### config.mk
export PLATFORM = sky130hd
export DESIGN_NAME = pcs_transmit_flat
export DESIGN_NICKNAME = d
export VERILOG_FILES = /design/src/rtl/pcs_tx_pkg.sv /design/src/rtl/pcs_tx_if.sv /design/src/rtl/encoder_8b10b.sv /design/src/rtl/pcs_transmit.sv /design/src/flat_wrapper.sv
export SDC_FILE = /design/constraint.sdc
export NUM_CORES = 1
export LEC_CHECK = 0
export BUFFER_PORTS_ARGS = -buffer_cell sky130_fd_sc_hd__buf_2
export CORE_UTILIZATION = 50
export CTS_BUF_LIST = sky130_fd_sc_hd__clkbuf_16
export DETAILED_ROUTE_END_ITERATION = 8
export PLACE_DENSITY = 0.78
export SYNTH_ARGS = -nofsm -noshare
export SYNTH_HDL_FRONTEND = slang
export SYNTH_SLANG_ARGS = --single-unit
### constraint.sdc
create_clock -name GTX_CLK -period 11.9 [get_ports GTX_CLK]
set_input_delay 2.38 -clock GTX_CLK [delete_from_list [all_inputs] [get_ports GTX_CLK]]
set_output_delay 2.38 -clock GTX_CLK [all_outputs]
set_load 0.02 [all_outputs]
### src/rtl/pcs_tx_pkg.sv
// Shared constants for the 1000BASE-X PCS transmit path: xmit modes,
// special octets, FSM state encoding and a small popcount helper.
package pcs_tx_pkg;

  localparam logic [2:0] XMIT_CONFIG = 3'b001;
  localparam logic [2:0] XMIT_IDLE   = 3'b010;
  localparam logic [2:0] XMIT_DATA   = 3'b100;

  localparam logic [7:0] K28_5 = 8'hBC;
  localparam logic [7:0] K27_7 = 8'hFB;
  localparam logic [7:0] K29_7 = 8'hFD;
  localparam logic [7:0] K23_7 = 8'hF7;
  localparam logic [7:0] K30_7 = 8'hFE;

  localparam logic [7:0] D5_6  = 8'hC5;
  localparam logic [7:0] D16_2 = 8'h50;
  localparam logic [7:0] D21_5 = 8'hB5;
  localparam logic [7:0] D2_2  = 8'h42;
  localparam logic [7:0] D0_0  = 8'h00;

  typedef enum logic [2:0] {
    ST_IDLE_OS,
    ST_CONFIG_OS,
    ST_START,
    ST_DATA,
    ST_END_T,
    ST_END_R,
    ST_END_R2
  } tx_state_e;

  function automatic logic [2:0] ones_count(input logic [5:0] v);
    logic [2:0] n;
    n = 3'd0;
    for (int i = 0; i < 6; i++) n = n + {2'b00, v[i]};
    return n;
  endfunction

endpackage

### src/rtl/pcs_tx_if.sv
// GMII-side transmit bundle. TX_EN qualifies TXD every cycle; there is no
// back-pressure, the PCS consumes one octet per GTX_CLK whether or not it is used.
interface pcs_tx_if;
  import pcs_tx_pkg::*;

  logic        TX_EN;
  logic        TX_ER;
  logic [7:0]  TXD;
  logic        receiving;
  logic [2:0]  xmit;
  logic [9:0]  tx_code_group;
  logic        transmitting;
  logic        COL;
  tx_state_e   state;

  modport master (
    output TX_EN, TX_ER, TXD, receiving, xmit,
    input  tx_code_group, transmitting, COL, state
  );

  modport slave (
    input  TX_EN, TX_ER, TXD, receiving, xmit,
    output tx_code_group, transmitting, COL, state
  );
endinterface

### src/rtl/encoder_8b10b.sv
// Combinational 8b/10b encoder: 5b/6b then 3b/4b, with running disparity
// carried between the sub-blocks. Output order is abcdei fghj, a in bit 9.
module encoder_8b10b
  import pcs_tx_pkg::*;
(
  input  logic [7:0] octet,
  input  logic       is_k,
  input  logic       rd_in,
  output logic [9:0] code,
  output logic       rd_out
);

  logic [4:0] w_x;
  logic [2:0] w_y;
  logic [5:0] w_c6;
  logic [5:0] w_s6;
  logic [3:0] w_c4;
  logic [3:0] w_s4;
  logic       w_unbal6;
  logic       w_unbal4;
  logic       w_rd_mid;
  logic       w_a7;

  assign w_x = octet[4:0];
  assign w_y = octet[7:5];

  always_comb begin
    // 6b table held in its RD- form; the RD+ form is the complement.
    case (w_x)
      5'd0:  w_c6 = 6'b100111;  5'd1:  w_c6 = 6'b011101;
      5'd2:  w_c6 = 6'b101101;  5'd3:  w_c6 = 6'b110001;
      5'd4:  w_c6 = 6'b110101;  5'd5:  w_c6 = 6'b101001;
      5'd6:  w_c6 = 6'b011001;  5'd7:  w_c6 = 6'b111000;
      5'd8:  w_c6 = 6'b111001;  5'd9:  w_c6 = 6'b100101;
      5'd10: w_c6 = 6'b010101;  5'd11: w_c6 = 6'b110100;
      5'd12: w_c6 = 6'b001101;  5'd13: w_c6 = 6'b101100;
      5'd14: w_c6 = 6'b011100;  5'd15: w_c6 = 6'b010111;
      5'd16: w_c6 = 6'b011011;  5'd17: w_c6 = 6'b100011;
      5'd18: w_c6 = 6'b010011;  5'd19: w_c6 = 6'b110010;
      5'd20: w_c6 = 6'b001011;  5'd21: w_c6 = 6'b101010;
      5'd22: w_c6 = 6'b011010;  5'd23: w_c6 = 6'b111010;
      5'd24: w_c6 = 6'b110011;  5'd25: w_c6 = 6'b100110;
      5'd26: w_c6 = 6'b010110;  5'd27: w_c6 = 6'b110110;
      5'd28: w_c6 = 6'b001110;  5'd29: w_c6 = 6'b101110;
      5'd30: w_c6 = 6'b011110;  default: w_c6 = 6'b101011;
    endcase
    if (is_k && w_x == 5'd28) w_c6 = 6'b001111;

    w_unbal6 = (ones_count(w_c6) != 3'd3);
    w_s6     = (rd_in && (w_unbal6 || w_c6 == 6'b111000)) ? ~w_c6 : w_c6;
    w_rd_mid = rd_in ^ w_unbal6;

    // Alternate x.7 avoids a run of five equal bits across the sub-block seam.
    w_a7 = is_k
         | (~w_rd_mid & (w_x == 5'd17 || w_x == 5'd18 || w_x == 5'd20))
         | ( w_rd_mid & (w_x == 5'd11 || w_x == 5'd13 || w_x == 5'd14));

    case (w_y)
      3'd0:    w_c4 = 4'b1011;
      3'd1:    w_c4 = is_k ? 4'b0110 : 4'b1001;
      3'd2:    w_c4 = is_k ? 4'b1010 : 4'b0101;
      3'd3:    w_c4 = 4'b1100;
      3'd4:    w_c4 = 4'b1101;
      3'd5:    w_c4 = is_k ? 4'b0101 : 4'b1010;
      3'd6:    w_c4 = is_k ? 4'b1001 : 4'b0110;
      default: w_c4 = w_a7 ? 4'b0111 : 4'b1110;
    endcase

    w_unbal4 = (ones_count({2'b00, w_c4}) != 3'd2);
    w_s4     = (w_rd_mid && (is_k || w_unbal4 || w_c4 == 4'b1100)) ? ~w_c4 : w_c4;

    code   = {w_s6, w_s4};
    rd_out = w_rd_mid ^ w_unbal4;
  end

endmodule

### src/rtl/pcs_transmit.sv
// 1000BASE-X PCS transmit: ordered-set generation, packet framing /S/../T/R/
// and 8b/10b encoding with running disparity. All outputs registered.
module pcs_transmit
  import pcs_tx_pkg::*;
(
  input  logic     GTX_CLK,
  input  logic     mr_main_reset,
  pcs_tx_if.slave  gmii
);

  tx_state_e  r_state;
  logic       r_even;
  logic       r_rd;
  logic [1:0] r_cfg_pos;
  logic       r_cfg_c2;
  logic [9:0] r_code;
  logic       r_transmitting;
  logic       r_col;

  tx_state_e  w_next_state;
  logic [7:0] w_octet;
  logic       w_is_k;
  logic       w_boundary;
  logic [1:0] w_next_cfg_pos;
  logic       w_next_cfg_c2;
  logic [9:0] w_code;
  logic       w_rd_next;
  logic       w_next_tx;

  encoder_8b10b u_enc (
    .octet  (w_octet),
    .is_k   (w_is_k),
    .rd_in  (r_rd),
    .code   (w_code),
    .rd_out (w_rd_next)
  );

  always_ff @(posedge GTX_CLK) begin
    if (mr_main_reset) begin
      r_state        <= ST_IDLE_OS;
      r_even         <= 1'b1;
      r_rd           <= 1'b0;
      r_cfg_pos      <= 2'd0;
      r_cfg_c2       <= 1'b0;
      r_code         <= 10'b0;
      r_transmitting <= 1'b0;
      r_col          <= 1'b0;
    end else begin
      r_state        <= w_next_state;
      r_even         <= ~r_even;
      r_rd           <= w_rd_next;
      r_cfg_pos      <= w_next_cfg_pos;
      r_cfg_c2       <= w_next_cfg_c2;
      r_code         <= w_code;
      r_transmitting <= w_next_tx;
      r_col          <= w_next_tx & gmii.receiving;
    end
  end

  // r_state names the code group most recently emitted; r_even is the parity
  // of the slot being produced this cycle.
  always_comb begin
    w_next_state   = r_state;
    w_octet        = K28_5;
    w_is_k         = 1'b1;
    w_boundary     = 1'b0;
    w_next_cfg_pos = r_cfg_pos;
    w_next_cfg_c2  = r_cfg_c2;

    case (r_state)
      ST_START, ST_DATA: begin
        if (gmii.TX_EN) begin
          w_next_state = ST_DATA;
          w_is_k       = gmii.TX_ER;
          w_octet      = gmii.TX_ER ? K30_7 : gmii.TXD;
        end else begin
          w_next_state = ST_END_T;
          w_octet      = K29_7;
        end
      end
      ST_END_T: begin
        w_next_state = ST_END_R;
        w_octet      = K23_7;
      end
      ST_END_R: begin
        if (r_even) begin
          w_boundary = 1'b1;
        end else begin
          w_next_state = ST_END_R2;
          w_octet      = K23_7;
        end
      end
      ST_END_R2: w_boundary = 1'b1;
      ST_CONFIG_OS: begin
        if (r_even && r_cfg_pos == 2'd0) begin
          w_boundary = 1'b1;
        end else begin
          w_is_k         = 1'b0;
          w_next_cfg_pos = r_cfg_pos + 2'd1;
          w_octet        = (r_cfg_pos == 2'd1) ? (r_cfg_c2 ? D2_2 : D21_5) : D0_0;
        end
      end
      default: begin
        if (r_even) begin
          w_boundary = 1'b1;
        end else begin
          // r_rd is already past the K28.5, so negative here means it was positive before.
          w_is_k  = 1'b0;
          w_octet = r_rd ? D16_2 : D5_6;
        end
      end
    endcase

    // A packet that just ended must see a full idle set before the next /S/.
    if (w_boundary) begin
      if (gmii.xmit == XMIT_DATA && gmii.TX_EN &&
          !(r_state inside {ST_END_R, ST_END_R2})) begin
        w_next_state = ST_START;
        w_octet      = K27_7;
      end else if (gmii.xmit == XMIT_CONFIG) begin
        w_next_state   = ST_CONFIG_OS;
        w_next_cfg_pos = 2'd1;
        w_next_cfg_c2  = (r_state == ST_CONFIG_OS) ? ~r_cfg_c2 : 1'b0;
      end else begin
        w_next_state = ST_IDLE_OS;
      end
    end
  end

  assign w_next_tx = w_next_state inside {ST_START, ST_DATA, ST_END_T, ST_END_R, ST_END_R2};

  assign gmii.tx_code_group = r_code;
  assign gmii.transmitting  = r_transmitting;
  assign gmii.COL           = r_col;
  assign gmii.state         = r_state;

endmodule

### src/flat_wrapper.sv
// flat-port wrapper written by rule: the top's interface ports become plain ports
module pcs_transmit_flat import pcs_tx_pkg::*;
  (GTX_CLK, mr_main_reset, gmii_TX_EN, gmii_TX_ER, gmii_TXD, gmii_receiving, gmii_xmit, gmii_tx_code_group, gmii_transmitting, gmii_COL, gmii_state);
  pcs_tx_if gmii_i ();
  input  logic GTX_CLK;
  input  logic mr_main_reset;
  input wire logic [$bits(gmii_i.TX_EN)-1:0] gmii_TX_EN;
  input wire logic [$bits(gmii_i.TX_ER)-1:0] gmii_TX_ER;
  input wire logic [$bits(gmii_i.TXD)-1:0] gmii_TXD;
  input wire logic [$bits(gmii_i.receiving)-1:0] gmii_receiving;
  input wire logic [$bits(gmii_i.xmit)-1:0] gmii_xmit;
  output wire logic [$bits(gmii_i.tx_code_group)-1:0] gmii_tx_code_group;
  output wire logic [$bits(gmii_i.transmitting)-1:0] gmii_transmitting;
  output wire logic [$bits(gmii_i.COL)-1:0] gmii_COL;
  output wire logic [$bits(gmii_i.state)-1:0] gmii_state;
  assign gmii_i.TX_EN = gmii_TX_EN;
  assign gmii_i.TX_ER = gmii_TX_ER;
  assign gmii_i.TXD = gmii_TXD;
  assign gmii_i.receiving = gmii_receiving;
  assign gmii_i.xmit = gmii_xmit;
  assign gmii_tx_code_group = gmii_i.tx_code_group;
  assign gmii_transmitting = gmii_i.transmitting;
  assign gmii_COL = gmii_i.COL;
  assign gmii_state = gmii_i.state;
  pcs_transmit u_core (.GTX_CLK(GTX_CLK), .mr_main_reset(mr_main_reset), .gmii(gmii_i));
endmodule
* After elaboration in Yosys (flattened, before gate mapping)
Memory sizes are Yosys's and may differ from the RTL's.
Cells that the tools add are included.
** Word-level totals
- Memories :: 1
- Register bits after elaboration :: 20
- Output and inout port bits :: 15
- ROM bits :: 192
** Operators by class
- Bitwise logic cells :: 13
- $add $sub $neg :: 9
- Reductions and logical operators :: 22
- Eq/ne operators :: 31
- Muxes and demuxes :: 37
** Memories
- (no name shown) :: depth 32, bits a word 6, read ports 1, clocked after Yosys merged registers in 0, wr ports 0, line encoder_8b10b.sv:29 : case (w_x)
** Operator list (count)
- $mux W8 :: 9
- $pmux W8 S5 :: 1
- $eq A3 B3 Y1 const B :: 10
- $pmux W4 S7 :: 1
- $mux W4 :: 6
- $eq A5 B5 Y1 const B :: 4
- $eq A3 B2 Y1 const B :: 6
- $eq A5 B4 Y1 const B :: 3
- $add A3 B1 Y3 :: 4
- $mux W3 :: 4
- $mux W6 :: 2
- $mux W2 :: 5
- $eq A3 B1 Y1 const B :: 3
- $pmux W3 S3 :: 1
- $logic_or A1 B1 Y1 :: 7
- $mux W7 :: 1
- $add A2 B1 Y3 :: 2
- $eq A6 B6 Y1 const B :: 1
- $logic_and A1 B1 Y1 :: 6
- $ne A3 B2 Y1 const B :: 2
- $not A6 Y6 :: 1
- $pmux W1 S3 :: 2
- $reduce_or A3 Y1 :: 2
- $mux W1 :: 5
- 16 further kinds :: 24

* Longest topological paths before layout
- Word-level depth :: 30
- Gate-level depth with buffers :: 35

* Hierarchy
Synthesis repeated with hierarchy kept, for this count alone.
** Unflattened totals
- Cell total of the unflattened synthesis :: 287
- Area, all modules :: 2210.9 µm²
** By module, submodules not included
- encoder_8b10b :: cells an instance 148, times used 1, area each 1132.3 µm²
- pcs_transmit :: cells an instance 139, times used 1, area each 1078.5 µm²

* Worst setup path after synthesis
OpenSTA, ideal clock, no wires.
- Kind :: input to register
- From :: in gmii_xmit[1]
- To :: reg u_core.r_code[2] (netlist: u_core.gmii.tx_code_group[2])
- Path slack :: 2700 ps
- Buffers on the path :: 1
- Cell stages on the path :: 31
- Arrival time :: 9073 ps
- Required time :: 11772 ps
- Library setup time :: 128 ps
- Path through :: or2_2 -> o32ai_2 -> nand2_1 -> buf_2 -> nand2_1 -> inv_1 -> ha_1 -> a2bb2oi_1 -> o211ai_1 -> a21oi_1 -> fa_1 -> fa_1 -> inv_1 -> ha_1 -> inv_1 -> fa_1 -> nand3b_1 -> xnor2_1 -> o21ai_0 -> a2111o_1 -> o311ai_2 -> o311a_1 -> fa_1 -> ha_1 -> ha_1 -> nor3b_1 -> nand2_1 -> and3b_1 -> a211oi_2 -> xnor2_1 -> nor2_1
** On the way
- Word-level cells in the longest chain between the ends :: 29
** Ends and longest elaborated chain
- start, declared :: line flat_wrapper.sv:11 : input wire logic [$bits(gmii_i.xmit)-1:0] gmii_xmit;
- $eq A3 B3 Y1 * :: line pcs_transmit.sv:116 : if (gmii.xmit == XMIT_DATA && gmii.TX_EN &&
- $logic_and A1 B1 Y1 * (2 in series) :: line pcs_transmit.sv:116
- $mux W8 * :: line pcs_transmit.sv:116
- $mux W8 * :: line pcs_transmit.sv:115 : if (w_boundary) begin
- parallel branches: the longest is 23 deep, another holds $mem_v2 Z32 W6
- $mux W4 * :: line encoder_8b10b.sv:70 : w_s4 = (w_rd_mid && (is_k || w_unbal4 || w_c4 == 4'b1100)) ? ~w_c4 : w_c4;
- end signal, assigned :: line pcs_transmit.sv:54 : r_code <= w_code;
- end, declared :: line pcs_transmit.sv:16 : logic [9:0] r_code;
Every way passes the cells marked *.
A chain may end at the register's enable or synchronous reset.

* Worst setup path in the final report
- From :: in gmii_xmit[1]
- To :: reg u_core.r_code[0] (netlist: u_core.gmii.tx_code_group[0])
Same word-level chain as after synthesis.

==> flow_summary_export.csv <==
group,metric,value,unit
finish,seqCellArea,400.4,µm²
place,dpl.cell_count,333,
grt,grt.met3_usage,1.541,%
synthesis,synth_area,0.002090,mm²
timing,fin_ws,2086,ps
floorplan,dieArea,0.004442,mm²
finish,instances_no_fill,336,
synthesis,synthFlopType,"dfxtp_1",
routing,vias_per_cell,6.024,
floorplan,boundaryPins,31,
clock_network,clock-sinks,20,
synthesis,synth_fp_nets,299,
critical_path,slowest_delay,540,ps
timing,fmax,101.9,MHz
synthesis,avgSynthCellArea,7.855,µm²
timing,hold_viol_final,0,
power_and_ir_drop,p_per_area,183.6,mW/mm²
floorplan,dieWidth,66.65,µm
floorplan,die_h,66.65,µm
critical_path,critPathSlowestCell,"fa_1",
finish,multiInputGateArea,0.001541,mm²
grt,grt_start_max_net_pins,24,
finish,nNetsFinal,321,
routing,postRouteAntennaNets,0,
clock_network,clkSlewWorstSetupHoldPaths,60,ps
routing,wl,4876,µm
power_and_ir_drop,pwr-share-seq,21.3,%
critical_path,worstPathRequired,12030,ps
routing,drc,0,
timing,fin_skew,4.968,ps
grt,grt_pass1_wl,7948,µm
synthesis,synth-edff-count,0,
timing,relSlewSlack,52.81,%
status,status,"completed",
synthesis,synth-seq-cells,20,
timing,period_needed,9814,ps
routing,drt-initial-drc-count,94,
floorplan,initial_core_util,52.24,%
power_and_ir_drop,total_leakage_power,0.9912,nW
grt,grt_overflow,0,
timing,worst_hold_slack,475.5,ps
clock_network,cts_resized,0,
synthesis,yosys_warnings,0,
grt,first_global_vias,1780,
routing,post_drt_wl_per_cell,14.51,µm
power_and_ir_drop,switchingPower,0.0001825,W
place,portBuffers,30,
routing,via_count,2024,
clock_network,clock_path_buffers,2,
clock_network,numCtsBuffers,3,
finish,fill_cells,376,
power_and_ir_drop,p_int,0.0002407,W
timing,setup_violations,0,
floorplan,coreArea,0.004000,mm²
timing,rsz0062_at_grt,"false",
clock_network,clock_latency,250,ps
place,dpl_worst_slack,1869,ps
power_and_ir_drop,ir_worst_vdd,85.76,µV
place,placed_area,0.002230,mm²
synthesis,netlist_instances,266,
critical_path,critPathKind,"input pin to flip-flop",
power_and_ir_drop,netSwitchingFraction,43.12,%
critical_path,cp-start-kind,"input pin",
clock_network,htree_levels,1,
critical_path,arrival,9940,ps
grt,grt-busiest-layer,"met2",
grt,antenna_found_initial,0,
timing,final.period_utilization,82.47,%
timing,worst_slew_pin_slew,706.8,ps
hold_path,hold_path.class,"flip-flop to flip-flop",
synthesis,synth_cell_types,73,
grt,use_met1,32.06,%
clock_network,cts_tree,"yes",
clock_network,cts-root-buf,"clkbuf_16",
place,gp_congestion,0.8913,
synthesis,seq_area_frac_synth,19.16,%
finish,drive_gt1_share,17.83,%
grt,grt.met2_usage,38.13,%
timing,finalSetupTns,0,ps
power_and_ir_drop,clkPwrFrac,16.3,%
timing,slew_violations,0,
clock_network,cts_setup_buffers,0,
routing,drtPass1Iterations,5,
power_and_ir_drop,combPwrFrac,62.4,%
run,maxCapViolCount,0,
clock_network,hold_buffers,0,
finish,diodes,0,
synthesis,ys_async_sr_fraction,0,%
place,hpwl,3624,µm
finish,final_area,0.002305,mm²
critical_path,endpoint_kind,"flip-flop",
finish,area_delta_synth_final,10.30,%
critical_path,worstPathMaxFanout,12,
grt,grt_use_total,23.23,%
floorplan,rows,23,
[layout make-up]
class / count / area share [%]
sequential: 20 / 17.37
timing repair buffer: 30 / 6.515
tap: 50 / 2.714
multi-input combinational: 213 / 66.88
clock buffer: 3 / 3.257
inverter: 20 / 3.257
[layout by cell type, fill, tap and decap left out, types with 9 or more instances in the layout]
cell type  instances
buf_2             30
nand2_1           24
a21oi_1           21
dfxtp_1           20
inv_1             19
nor2_1            19
ha_1              13
nand3_1            9
[final timing paths]
check                                                     start                                       to  slack [ps]  cells after the start
worst min-delay path               u_core.r_cfg_c2$_SDFFE_PP0P_             u_core.r_cfg_c2$_SDFFE_PP0P_         480                      2
worst max-delay path                               gmii_xmit[1]  u_core.gmii.tx_code_group[0]$_SDFF_PP0_        2090                     32
worst min register to register     u_core.r_cfg_c2$_SDFFE_PP0P_             u_core.r_cfg_c2$_SDFFE_PP0P_         480                      2
worst max register to register  u_core.gmii.state[2]$_SDFF_PP0_  u_core.gmii.tx_code_group[0]$_SDFF_PP0_        3240                     31
[synthesized netlist by cell type (all sizes together) (2+ instances only)]
master,n,share of area [%]
nand2,24,4.3
a21oi,21,5.0
dfxtp,20,19
inv,20,3.6
nor2,19,3.4
ha,13,7.8
buf,11,3.1
o21ai,10,2.6
nand3,9,2.2
nor3,8,2.2
xnor2,7,2.9
a31oi,6,1.8
o311ai,6,2.9
and2,5,1.5
nor2b,5,1.5
fa,4,3.8
mux2i,4,1.9
nand2b,4,1.2
o211ai,4,1.4
or3,4,1.4
a211o,3,1.3
a22oi,3,1.1
a31o,3,1.3
nand3b,3,1.1
o211a,3,1.4
a211oi,2,0.96
a21boi,2,0.72
a22o,2,0.84
a2bb2oi,2,0.84
and3,2,0.60
clkbuf,2,0.36
nand4bb,2,1.1
o21bai,2,0.72
o2bb2ai,2,1.1
o31ai,2,0.72
or2,2,0.60
xor2,2,0.84
[layer usage]
metal  routed length, µm  part of all wire (%)  up-vias
met5                   0                     0        -
met4                  51                   1.0        0
met3                 184                   3.8        6
met2                2258                    46       52
met1                2382                    49      947
li1                    -                     -     1019
[sequential cells by signal, indices dropped and copies added (netlist names)]
register                   flops
u_core.gmii.COL                1
u_core.r_cfg_pos               2
u_core.r_even                  1
u_core.gmii.tx_code_group     10
u_core.r_cfg_c2                1
u_core.r_rd                    1
u_core.gmii.transmitting       1
u_core.gmii.state              3
[power by group through the flow]
stage                     logic (W)  clock network, W  registers [W]
after global routing       0.000297         0.0000720      0.0000925
after detailed placement   0.000262                 0      0.0000916
after floorplan            0.000195                 0       0.000108
after global placement     0.000254                 0      0.0000912
final                      0.000264         0.0000690      0.0000902
after CTS                  0.000264         0.0000694      0.0000902
[cell families after synthesis]
logic type | count (synthesis) | synth area share (%)
muxes | 5 | 2.455
adders and majority gates | 18 | 12.10
AOI/OAI and AO/OA | 86 | 30.84
xor gates and xnor gates | 9 | 3.773
buffers and inverters | 33 | 7.065
and+or+nand+nor | 95 | 24.61
DFF | 20 | 19.16
[per-stage QoR]
stage,total power (W),util [%]
finish,0.0004232,57.62
global route,0.0004615,57.62
CTS,0.0004236,57.62
detailed placement,0.0003536,55.74
global placement,0.0003453,55.74
floorplan,0.0003029,-
[worst max-delay path: cells and delay by family]
kind	cells	cell delay, ps
AO/OA/AOI/OAI	6	1680
adder cells (fa/ha/maj)	9	3080
AND/OR/NAND/NOR	10	1750
buffers and inverters	5	460
XOR/XNOR	2	570
Note: power is estimated with default switching activity, not from simulation.
